**config.mk**
```make
export PLATFORM = sky130hd
export DESIGN_NAME = commit_scoreboard
export DESIGN_NICKNAME = d
export VERILOG_FILES = /design/src/rtl/commit_scoreboard.sv
export SDC_FILE = /design/constraint.sdc
export NUM_CORES = 1
export LEC_CHECK = 0
export BUFFER_PORTS_ARGS = -buffer_cell sky130_fd_sc_hd__buf_2
export CAP_MARGIN = 20
export CORE_ASPECT_RATIO = 1.5
export CORE_MARGIN = 1.5
export CORE_UTILIZATION = 40
export CTS_BUF_LIST = sky130_fd_sc_hd__clkbuf_2 sky130_fd_sc_hd__clkbuf_4 sky130_fd_sc_hd__clkbuf_8
export DETAILED_ROUTE_END_ITERATION = 8
export PLACE_DENSITY = 0.7
export SYNTH_ARGS = -nofsm -noshare
export SYNTH_HDL_FRONTEND = slang
export SYNTH_SLANG_ARGS = --single-unit
```
**constraint.sdc**
```tcl
create_clock -name clk_i -period 7.7 [get_ports clk_i]
set_clock_uncertainty 0.05 [all_clocks]
set_input_delay 0.385 -clock clk_i [delete_from_list [all_inputs] [get_ports clk_i]]
set_output_delay 0.385 -clock clk_i [all_outputs]
set_load 0.01 [all_outputs]
```
**src/rtl/commit_scoreboard.sv**
```systemverilog
// Ordered commit checker: a golden model queues expected retire records and the
// DUT's retire stream is compared against them one-for-one until halt, mismatch or timeout.
module commit_scoreboard #(
   parameter int DW          = 32,
   parameter int AW          = 32,
   parameter int RAW         = 5,
   parameter int DEPTH       = 8,
   parameter int MAX_COMMITS = 100,
   parameter int MAX_IDLE    = 16,
   localparam int CW         = $clog2(MAX_COMMITS + 1)
) (
   input  logic           clk_i,
   input  logic           rst_n,
   input  logic           start_i,
   input  logic           exp_valid_i,
   output logic           exp_ready_o,
   input  logic [AW-1:0]  exp_pc_i,
   input  logic           exp_we_i,
   input  logic [RAW-1:0] exp_waddr_i,
   input  logic [DW-1:0]  exp_wdata_i,
   input  logic           exp_halt_i,
   input  logic           dut_valid_i,
   input  logic [AW-1:0]  dut_pc_i,
   input  logic           dut_we_i,
   input  logic [RAW-1:0] dut_waddr_i,
   input  logic [DW-1:0]  dut_wdata_i,
   output logic           busy_o,
   output logic           pass_o,
   output logic           fail_o,
   output logic           timeout_o,
   output logic [2:0]     err_code_o,
   output logic [CW-1:0]  err_index_o,
   output logic [CW-1:0]  commit_cnt_o
);

   localparam int PW = $clog2(DEPTH);
   localparam int NW = PW + 1;
   localparam int IW = $clog2(MAX_IDLE + 1);

   localparam logic [2:0] E_NONE  = 3'd0;
   localparam logic [2:0] E_PC    = 3'd1;
   localparam logic [2:0] E_WE    = 3'd2;
   localparam logic [2:0] E_WADDR = 3'd3;
   localparam logic [2:0] E_WDATA = 3'd4;
   localparam logic [2:0] E_UFLOW = 3'd5;

   typedef struct packed {
      logic [AW-1:0]  pc;
      logic           we;
      logic [RAW-1:0] waddr;
      logic [DW-1:0]  wdata;
      logic           halt;
   } rec_t;

   typedef enum logic [2:0] {S_IDLE, S_RUN, S_PASS, S_FAIL, S_TMO} state_t;

   state_t         state, state_nx;
   rec_t           mem [DEPTH];
   rec_t           head, in_rec;
   logic [PW-1:0]  wr_ptr, rd_ptr, wr_idx;
   logic [NW-1:0]  count;
   logic [IW-1:0]  idle_cnt;
   logic [CW-1:0]  commit_cnt, err_index;
   logic [2:0]     err_code, chk_code;
   logic           full, empty, terminal, push, pop, commit, idle_hit, last_commit;

   assign full        = (count == NW'(DEPTH));
   assign empty       = (count == '0);
   assign terminal    = (state == S_PASS) || (state == S_FAIL) || (state == S_TMO);
   assign exp_ready_o = !full && !terminal;
   assign push        = exp_valid_i && exp_ready_o;
   assign commit      = (state == S_RUN) && dut_valid_i && !start_i;
   assign pop         = commit && !empty;
   assign head        = mem[rd_ptr];
   assign in_rec      = '{pc: exp_pc_i, we: exp_we_i, waddr: exp_waddr_i,
                          wdata: exp_wdata_i, halt: exp_halt_i};
   // A restart flushes the FIFO, so a record accepted on that same edge lands in slot 0.
   assign wr_idx      = start_i ? '0 : wr_ptr;
   assign idle_hit    = (state == S_RUN) && !dut_valid_i && !start_i &&
                        (idle_cnt == IW'(MAX_IDLE - 1));
   assign last_commit = (commit_cnt == CW'(MAX_COMMITS - 1));

   // Ordered checks: the first disagreement decides the error class.
   always_comb begin
      chk_code = E_NONE;
      if (head.pc != dut_pc_i)
         chk_code = E_PC;
      else if (head.we != dut_we_i)
         chk_code = E_WE;
      else if (head.we && (head.waddr != dut_waddr_i))
         chk_code = E_WADDR;
      else if (head.we && (head.waddr != '0) && (head.wdata != dut_wdata_i))
         chk_code = E_WDATA;
   end

   always_ff @(posedge clk_i or negedge rst_n) begin
      if (!rst_n) state <= S_IDLE;
      else        state <= state_nx;
   end

   always_comb begin
      state_nx = state;
      case (state)
         S_IDLE: if (start_i) state_nx = S_RUN;
         S_RUN: begin
            if (start_i)
               state_nx = S_RUN;
            else if (commit) begin
               if (empty || (chk_code != E_NONE)) state_nx = S_FAIL;
               else if (head.halt)                state_nx = S_PASS;
               else if (last_commit)              state_nx = S_TMO;
            end else if (idle_hit)
               state_nx = S_TMO;
         end
         default: if (start_i) state_nx = S_RUN;
      endcase
   end

   always_comb begin
      busy_o       = (state == S_RUN);
      pass_o       = (state == S_PASS);
      fail_o       = (state == S_FAIL);
      timeout_o    = (state == S_TMO);
      err_code_o   = err_code;
      err_index_o  = err_index;
      commit_cnt_o = commit_cnt;
   end

   always_ff @(posedge clk_i or negedge rst_n) begin
      if (!rst_n) begin
         wr_ptr <= '0;
         rd_ptr <= '0;
         count  <= '0;
      end else if (start_i) begin
         rd_ptr <= '0;
         wr_ptr <= push ? PW'(1) : '0;
         count  <= push ? NW'(1) : '0;
      end else begin
         if (push) wr_ptr <= wr_ptr + PW'(1);
         if (pop)  rd_ptr <= rd_ptr + PW'(1);
         case ({push, pop})
            2'b10:   count <= count + NW'(1);
            2'b01:   count <= count - NW'(1);
            default: count <= count;
         endcase
      end
   end

   always_ff @(posedge clk_i) begin
      if (push) mem[wr_idx] <= in_rec;
   end

   always_ff @(posedge clk_i or negedge rst_n) begin
      if (!rst_n) begin
         idle_cnt   <= '0;
         commit_cnt <= '0;
         err_code   <= E_NONE;
         err_index  <= '0;
      end else if (start_i) begin
         idle_cnt   <= '0;
         commit_cnt <= '0;
         err_code   <= E_NONE;
         err_index  <= '0;
      end else if (commit) begin
         idle_cnt <= '0;
         if (empty) begin
            err_code  <= E_UFLOW;
            err_index <= commit_cnt;
         end else if (chk_code != E_NONE) begin
            err_code  <= chk_code;
            err_index <= commit_cnt;
         end else if (commit_cnt != CW'(MAX_COMMITS)) begin
            commit_cnt <= commit_cnt + CW'(1);
         end
      end else if ((state == S_RUN) && (idle_cnt != IW'(MAX_IDLE))) begin
         idle_cnt <= idle_cnt + IW'(1);
      end
   end

endmodule
```
== Word level (Yosys, flattened, before mapping) ==
Memories as Yosys holds them, arrays and structs flattened.
Cells that the tools add are included.
Storage, ports and cells
  register bits: 35
  memories: 1
  bits in writable memories: 568
  output and inout bits: 22
Memory list
  mem: words 8, bits a word 71, rd ports 1, clocked after Yosys merged registers in 0, write ports 1, RTL line 58  | rec_t mem [DEPTH];
Cells by class
  add/sub/neg operators: 6
  mux-type cells: 39
  reduce and logical (&&, ||, !) cells: 35
  equality and inequality tests: 18
Operators by type and width (number)
  inequality test 32 bit: 2
  two-way mux 3 bit: 21
  two-way mux 7 bit: 9
  two-way mux 5 bit: 3
  nonzero test 3 bit: 5
  logical AND 1 bit: 12
  nonzero test 2 bit: 5
  one-hot mux 4 bit (2 select lines): 1
  adder 7 x 1 -> 7 bit (second input constant): 1
  equality test 7 bit (second input constant): 1
  inequality test 7 bit (second input constant): 1
  adder 3 x 1 -> 3 bit (second input constant): 2
  equality test 3 x 2 -> 1 bit (second input constant): 2
  adder 5 x 1 -> 5 bit (second input constant): 1
  equality test 5 x 4 -> 1 bit (second input constant): 1
  zero test 1 bit: 5
  inequality test 5 x 3 -> 1 bit (second input constant): 1
  inequality test 5 bit: 1
  inequality test 5 bit (second input constant): 1
  nonzero test 5 bit: 1
  adder 4 x 1 -> 4 bit (second input constant): 1
  equality test 4 bit (second input constant): 1
  zero test 4 bit: 1
  two-way mux 1 bit: 4
  other kinds (12): 15

== Depth between registers and ports, before layout ==
Gate-level depths: netlist of run 1.
An unclocked memory read counts as a cell.
  depth in word-level cells: 14
  gate-level depth with buffers: 14
  mapped depth without buffers: 13

== Worst setup path before layout of run 1 ==
No wires, ideal clock.
  path type: register -> register
  start point: register state[2]
  end point: memory mem[1][0] in the netlist's numbering, enable pin
  data arrival time: 8146 ps
  buffers on the path: 1
  stages on the path, launching flop included: 7
  library setup time: 675 ps
  setup slack: -1171 ps
  cell sequence: dfrtp_1 inv_1 nor3_1 a221oi_1 nand2_1 clkbuf_1 nor4_1
On the way
  elaborated cells between the ends (all ways): 10
  those cells by class: eq/ne: 3; mux: 2; reduce/logical: 5
RTL lines
  from (decl): RTL line 57  | state_t state, state_nx;
  from (signal assigned): RTL line 98  | else state <= state_nx;
  equality test 3 bit
  named net timeout_o: RTL line 30  | output logic timeout_o,
  logical OR 1 bit: RTL line 69  | assign terminal = (state == S_PASS) || (state == S_FAIL) || (state == S_TMO);
  zero test 1 bit: RTL line 70  | assign exp_ready_o = !full && !terminal;
  logical AND 1 bit: RTL line 70
  named net exp_ready_o: RTL line 16  | output logic exp_ready_o,
  logical AND 1 bit: RTL line 71  | assign push = exp_valid_i && exp_ready_o;
  two-way mux 1 bit: RTL line 150  | if (push) mem[wr_idx] <= in_rec;
  two-way mux 1 bit (implied by the code): RTL line 150
  to (decl): RTL line 58
The timed path passes the listed nets, and every way through them passes these cells.

== Worst setup path in the final report of run 1 ==
  start point: register rd_ptr[0]
  end point: register err_index[6], in the netlist err_index_o[6]
On the way
  cells in the longest elaborated chain, start to end: 11
  elaborated cells between the ends (all ways): 16
  those cells by class: eq/ne: 4; mux: 4; reduce/logical: 7; memory: 1
Ends and longest elaborated chain
  from (decl): RTL line 60  | logic [PW-1:0] wr_ptr, rd_ptr, wr_idx;
  from (signal assigned): RTL line 140  | if (pop) rd_ptr <= rd_ptr + PW'(1);
  memory (8 x 71 bit) *
  parallel branches: the longest is 6 deep, another holds inequality test 32 bit
  two-way mux 3 bit *: RTL line 86  | if (head.pc != dut_pc_i)
  nonzero test 3 bit *: RTL line 169  | end else if (chk_code != E_NONE) begin
  nonzero test 3 bit (no line) *
  AND reduction 2 bit (no line) *
  to (signal assigned): RTL line 168  | err_index <= commit_cnt;
  to (signal assigned): RTL line 171  | err_index <= commit_cnt;
  to (decl): RTL line 63  | logic [CW-1:0] commit_cnt, err_index;
Mark *: on every way between the ends.
A chain may end at the register's enable or synchronous reset.

==> results of run 1 <==
==> worst min-delay path, delay by kind of cell <==
family                 cells  cell delay [ns]
and+or+nand+nor            2             0.25
AOI/OAI and AO/OA          1             0.05
buffers and inverters      1             0.11
==> sequential cells by signal, indices dropped and copies added (netlist names) <==
name / cells
mem: 568
commit_cnt_o: 7
err_index_o: 7
idle_cnt: 5
count: 4
err_code_o: 3
rd_ptr: 3
state: 3
wr_ptr: 3
==> report_power, final <==
part	switching (mW)	internal, mW
combinational	0.733	0.584
sequential	0.104	3.76
clock	1.19	1.24
==> per-layer routing <==
metal  part of all wire [%]  global-route usage, %  vias up
li1                       -                      -     6092
met1                     41                  22.94     6863
met2                     51                  31.54      400
met3                    5.4                  3.274       83
met4                    2.4                  6.009        2
met5                  0.021                      0        -
==> cell usage in the layout (no fill, tap or decap), drive strengths merged, types with 23 or more instances in the layout <==
master       count
nor2            29
buf            193
xor2            35
dfrtp           35
clkinv          35
mux2i          131
a22oi           23
clkbuf         111
o22ai           54
edfxtp         568
nand2           29
mux4            58
a21oi           23
mux2            68
dlygate4sd3     72
==> area by class of cell <==
class	instances	area, um2
fill	5091	32300
sequential	603	17940
multi-input combinational	672	6236
timing repair buffer	265	1784
clock buffer	111	1359
tap	791	989.7
clock inverter	40	285.3
inverter	16	60.06
antenna	7	17.52
==> stage by stage <==
stage | area (um2) | cells | total power, mW | hold slack [ns] | utilization, %
detailed placement | 26290 | 2275 | 5.233 | 0.4778 | 43.12
global route | 28670 | 2505 | 7.922 | 0.1072 | 47.03
global placement | 26270 | 2273 | 5.197 | 0.4737 | 43.08
floorplan | 24570 | 1356 | 4.878 | 0.03941 | -
CTS | 28660 | 2498 | 7.680 | 0.07319 | 47.00
finish | 28670 | 2505 | 7.605 | 0.1070 | 47.03
==> worst min-delay path by stage <==
stage,end,slack (ns)
detailed placement,state[0]$_DFFE_PN0P_,0.48
floorplan,commit_cnt_o[0]$_DFFE_PN0P_,0.04
CTS,wr_ptr[1]$_DFFE_PN0P_,0.07
global placement,state[0]$_DFFE_PN0P_,0.47
finish,wr_ptr[1]$_DFFE_PN0P_,0.11
global route,wr_ptr[1]$_DFFE_PN0P_,0.11
==> timing repair <==
item	CTS	global route
hold endpoints to repair	603	0
resized for setup	0	0
hold buffers	72	0
==> cells by family (layout without fill, tap and decap cells) <==
group | after synthesis | count (layout) | share of synthesized area (%)
and+or+nand+nor | 177 | 177 | 3.969
AOI/OAI and AO/OA | 175 | 175 | 4.917
DFF | 603 | 603 | 73.02
xor gates and xnor gates | 53 | 53 | 1.890
buffers and inverters | 81 | 432 | 1.890
muxes | 257 | 257 | 13.78
other | 0 | 7 | 0
adders and majority gates | 10 | 10 | 0.5401
==> results by group, run 1 <==
Setup path
  – Worst r2r src: rd_ptr[0]$_DFFE_PN0P_
  – Setup Crit Path Kind: register to register
  – CP Depth: 12
  – FF-to-FF setup slack: 2.58 ns
  – Crit path max-delay family: simple AND/OR/NAND/NOR gates
  – Critical path fanouts, max: 37
  – Worst setup SP type: register
  – CP cell instances: buf_4 -> nand2b_1 -> buf_4 -> o22ai_1 -> nor2_1 -> xnor2_1 -> nor4_1 -> nand4_1 -> nor2_1 -> buf_6 -> o31ai_1 -> a311o_1
  – Critical path capture point type: register
  – Critical R2R Capture: err_index_o[6]$_DFFE_PN0P_
  – Beginning of the critical path: rd_ptr[0]$_DFFE_PN0P_
  – CP max stage cell: dfrtp_4
  – Slowest stage delay, CP: 0.79 ns
  – Worst r2r path cells: 12
  – WP buf/inv: 3
  – Crit path arrival time: 5.64 ns
  – Crit path capture: err_index_o[6]$_DFFE_PN0P_
  – WP data required: 8.21 ns

Yosys
  – Most common cell in the synthesized netlist: edfxtp_1
  – Ys Warns: 0
  – Area contributors post-synth: edfxtp_1 69%, mux2i_1 5.3%, mux4_2 5.3%
  – Post-synth net total: 1,512
  – Flops & latches, synth: 603
  – Sequential cell area fraction in the yosys report: 73.02%
  – Post-synthesis cell area: 24,560 um2
  – Most frequent cells after synthesis: 568 x edfxtp_1, 131 x mux2i_1, 68 x mux2_2
  – Synth Flop Type: edfxtp_1
  – Synthesized area per cell: 18.11 um2
  – Number of synthesized flops with an enable pin: 568
  – Synth unique cells: 60
  – Share of the synthesized area in the top cell type: 69.45%
  – Cell count after synthesis: 1,356
  – Largest area contributor in the netlist: edfxtp_1
  – Ys async rst share: 5.804%

Timing
  – Final worst setup slack: 2.577 ns
  – Setup TNS: 0 ns
  – Worst Max-Slew Pin Slew: 1.044 ns
  – Max-slew violations: 0
  – Hold Fails Final Rpt: 0
  – Final min period: 5.123 ns
  – Final setup viols: 0
  – Relative slew margins: 30.37%
  – Fmax: 195.2 MHz
  – Period utilization: 66.53%
  – RSZ-0062 raised after global routing: false

Clocking
  – Post-CTS setup buffers: 0
  – Clk Latency, worst-skew pair: 0.68 ns
  – Clock sink count: 603
  – Root Driver: clkbuf_8
  – Clock Path Buffers: 3
  – Worst-path clk slew: 0.07 ns
  – CTS H-tree depth: 3
  – CTS tree: done
  – CTS Buf Count: 84

Min path
  – Hold depth: 4
  – Hold Crit Start: exp_valid_i
  – Min-delay worst type: input pin to register

Routing
  – Antenna-violating nets left: 0
  – Vias/cell: 5.365
  – Vias: 13,440
  – Drt total wl: 56,540 um
  – Drt pass-1 iters: 5
  – # DRC: 0
  – Per-cell routed wire length: 22.57 um
  – 1st-iter DRT viols: 1,028

Floorplanning
  – Die width: 205.3 um
  – DIE AREA: 62,920 um2
  – Core area: 60,970 um2
  – Initial Util: 40.28%
  – Num rows: 111
  – Height of the die: 306.5 um
  – IO Pins: 168

Placement
  – Number of buffers added on ports: 167
  – GPL Wtd Cong: 0.7857
  – Detailed placer's ending HPWL: 35,210 um
  – Place WS: 2.471 ns

Global routing
  – GR Overflow Total: 0
  – Tot GR Track Use: 18.21%
  – Largest net degree at the start of global routing: 97
  – Initial antenna violation count: 9
  – First-pass GRT wire length: 85,420 um
  – Vias in the first global route: 14,040

Status
  – Status: complete, no violations

Power and ir drop
  – Lkg Pwr: 9.341 nW
  – PwrDens: 265.2 nW/um2
  – Maximum vdd drop: 0.1330 mV

Run
  – Max-cap viol count: 0

Finish
  – Layout cells sized above 1: 27.83%
  – Final #Nets: 1,798
  – Area growth syn-to-layout: 16.75%
Power figures use the tool's default switching activity.
==> run 2: changes to the inputs <==
--- a/config.mk
+++ b/config.mk
@@ -12,7 +12,7 @@
 export CORE_UTILIZATION = 40
 export CTS_BUF_LIST = sky130_fd_sc_hd__clkbuf_2 sky130_fd_sc_hd__clkbuf_4 sky130_fd_sc_hd__clkbuf_8
 export DETAILED_ROUTE_END_ITERATION = 8
-export PLACE_DENSITY = 0.7
+export PLACE_DENSITY = 0.68
 export SYNTH_ARGS = -nofsm -noshare
 export SYNTH_HDL_FRONTEND = slang
 export SYNTH_SLANG_ARGS = --single-unit
==> constraint.sdc (replaced) <==
create_clock -name clk_i -period 4.8 [get_ports clk_i]
set_clock_uncertainty 0.05 [all_clocks]
set_input_delay 0.24 -clock clk_i [delete_from_list [all_inputs] [get_ports clk_i]]
set_output_delay 0.24 -clock clk_i [all_outputs]
set_load 0.01 [all_outputs]
==> run 2 against run 1 <==
Compared with the run above:
- final area increased by 1.6%
- combinational power increased by 68%
- final cell count increased by 1.4%
- global-route usage increased by 0.25 points
- die area did not move
- sequential share of layout area decreased by 0.97 points
- clock power up 74%
- routed wire length increased by 1.2%
- register-to-register slack got worse by 2.0 ns
- core utilization grew 0.74 points
- critical path depth decreased by 2
- critical endpoint is now commit_cnt_o[4]$_DFFE_PN0P_
- largest cell class unchanged
==> results by group, run 2 (synthesized netlist as in run 1, its figures left out) <==
Status
  – Status: complete, no violations

Routing
  – Per-cell routed wire length: 22.52 um
  – Drt total wl: 57,190 um
  – Drt pass-1 iters: 5
  – 1st-iter DRT viols: 973
  – Antenna-violating nets left: 0
  – # DRC: 0
  – Vias: 13,670
  – Vias/cell: 5.381

Finish
  – Largest reg by FF count: mem
  – Area growth syn-to-layout: 18.59%
  – Layout cells sized above 1: 28.88%
  – Commonest cells after routing, fill and taps aside: 568 x edfxtp_1, 167 x buf_2, 131 x mux2i_1, 89 x clkbuf_8, 75 x dlygate4sd3_1
  – Commonest non-fill, non-tap cell in the layout: edfxtp_1
  – Final #Nets: 1,827
  – Fill cell count: 5,092
  – Register Area: 17,940 um2
  – Area of the multi-input gates: 6242 um2
  – Max FFs per register: 568

Clocking
  – CTS Buf Count: 88
  – Post-cts repair resize count: 0
  – Clock Path Buffers: 3
  – Clock sink count: 603
  – CTS H-tree depth: 3
  – Clk Latency, worst-skew pair: 0.67 ns
  – Post-CTS setup buffers: 0
  – Root Driver: clkbuf_8
  – CTS tree: done
  – Worst-path clk slew: 0.06 ns

Global routing
  – Vias in the first global route: 14,310
  – Tot GR Track Use: 18.46%
  – First-pass GRT wire length: 86,680 um
  – Initial antenna violation count: 11
  – Largest net degree at the start of global routing: 72
  – GR Overflow Total: 0

Setup path
  – FF-to-FF setup slack: 0.58 ns
  – WP data required: 5.29 ns
  – Crit path arrival time: 4.71 ns
  – Worst setup SP type: register
  – CP max stage cell: dfrtp_4
  – Critical path capture point type: register
  – Slowest stage delay, CP: 0.70 ns
  – Critical path fanouts, max: 35
  – WP buf/inv: 2
  – Crit path max-delay family: simple AND/OR/NAND/NOR gates
  – CP cell instances: buf_12 -> buf_4 -> mux4_2 -> mux2i_1 -> xnor2_1 -> nor4_1 -> nand4_1 -> or2_4 -> o41ai_1 -> a21oi_1
  – Setup Crit Path Kind: register to register

Min path
  – Min-delay worst type: input pin to register

Placement
  – Number of buffers added on ports: 167
  – GPL Wtd Cong: 0.8152
  – Detailed placer's ending HPWL: 35,950 um

Power and ir drop
  – Maximum vdd drop: 0.2197 mV
  – Final total power: 12.60 mW
  – PwrDens: 432.7 nW/um2
  – Lkg Pwr: 9.567 nW

Timing
  – Final setup viols: 0
  – Worst Max-Slew Pin Slew: 1.045 ns
  – Fmax: 237.2 MHz
  – Hold Fails Final Rpt: 0
  – Final min period: 4.215 ns
  – Relative slew margins: 29.97%
  – RSZ-0062 raised after global routing: false
  – Hold Slack: 0.1301 ns
  – Max-slew violations: 0
  – Period utilization: 87.82%

Floorplanning
  – Height of the die: 306.5 um
  – Initial Util: 40.28%
  – DIE AREA: 62,920 um2
  – Core area: 60,970 um2
  – Num rows: 111
  – IO Pins: 168
  – Die width: 205.3 um

Run
  – Max-cap viol count: 0
run 2: path summary, 6_finish.rpt:
path,start,endpoint,cells past startpoint
worst max-delay path,rd_ptr[0]$_DFFE_PN0P_,commit_cnt_o[4]$_DFFE_PN0P_,10
worst min-delay path,dut_we_i,err_code_o[0]$_DFFE_PN0P_,5
worst max register to register,rd_ptr[0]$_DFFE_PN0P_,commit_cnt_o[4]$_DFFE_PN0P_,10
worst min register to register,err_code_o[0]$_DFFE_PN0P_,err_code_o[0]$_DFFE_PN0P_,1
max in group asynchronous,rst_n,rd_ptr[1]$_DFFE_PN0P_,2
min in group asynchronous,rst_n,err_index_o[3]$_DFFE_PN0P_,2
run 2: power breakdown:
part / total, mW / internal (mW) / switching [mW]
registers: 6.17 / 6.03 / 0.140
clock network: 4.21 / 2.27 / 1.94
logic: 2.22 / 0.993 / 1.23
run 2: final cells by class:
| type | instances | share of cell area [%] |
|---|---|---|
| flip-flops and latches | 603 | 61.60 |
| multi-input cells | 672 | 21.43 |
| repair buffers | 290 | 7.042 |
| clock buffers | 113 | 4.825 |
| well taps | 791 | 3.398 |
| clock inverters | 51 | 1.456 |
| inverters | 16 | 0.2062 |
| diodes | 4 | 0.03437 |
run 2: worst register-to-register path, cell delays in order, from the launching register on:
cell	delay (ns)
dfrtp_4	0.70
buf_12	0.34
buf_4	0.28
mux4_2	0.51
mux2i_1	0.18
xnor2_1	0.11
nor4_1	0.38
nand4_1	0.55
or2_4	0.48
o41ai_1	0.39
a21oi_1	0.11
run 2: stage by stage:
step / util (%) / std cells / setup slack, ns / area, um2 / TNS [ns]
2_1_floorplan: - / 1356 / -2.110 / 24580 / -492.83
3_3_place_gp: 43.50 / 2296 / 0.4641 / 26520 / 0
3_5_place_dp: 43.52 / 2297 / 0.3907 / 26530 / 0
4_1_cts: 47.75 / 2536 / 0.3561 / 29110 / 0
5_1_grt: 47.76 / 2539 / 0.3090 / 29120 / 0
6_report: 47.77 / 2540 / 0.5846 / 29120 / 0
run 2: per-layer routing:
layer	global-route usage (%)	share of wire, %	vias up
met3	3.136	4.8	95
met4	6.705	2.4	4
met2	32.20	52	418
met1	22.92	41	6997
met5	0	0.042	-
li1	-	-	6155
run 2: repair_timing:
| action | CTS | global route |
|---|---|---|
| hold buffers | 75 | 0 |
| endpoints found under the setup margin | 0 | 0 |
| hold endpoints to repair | 608 | 0 |
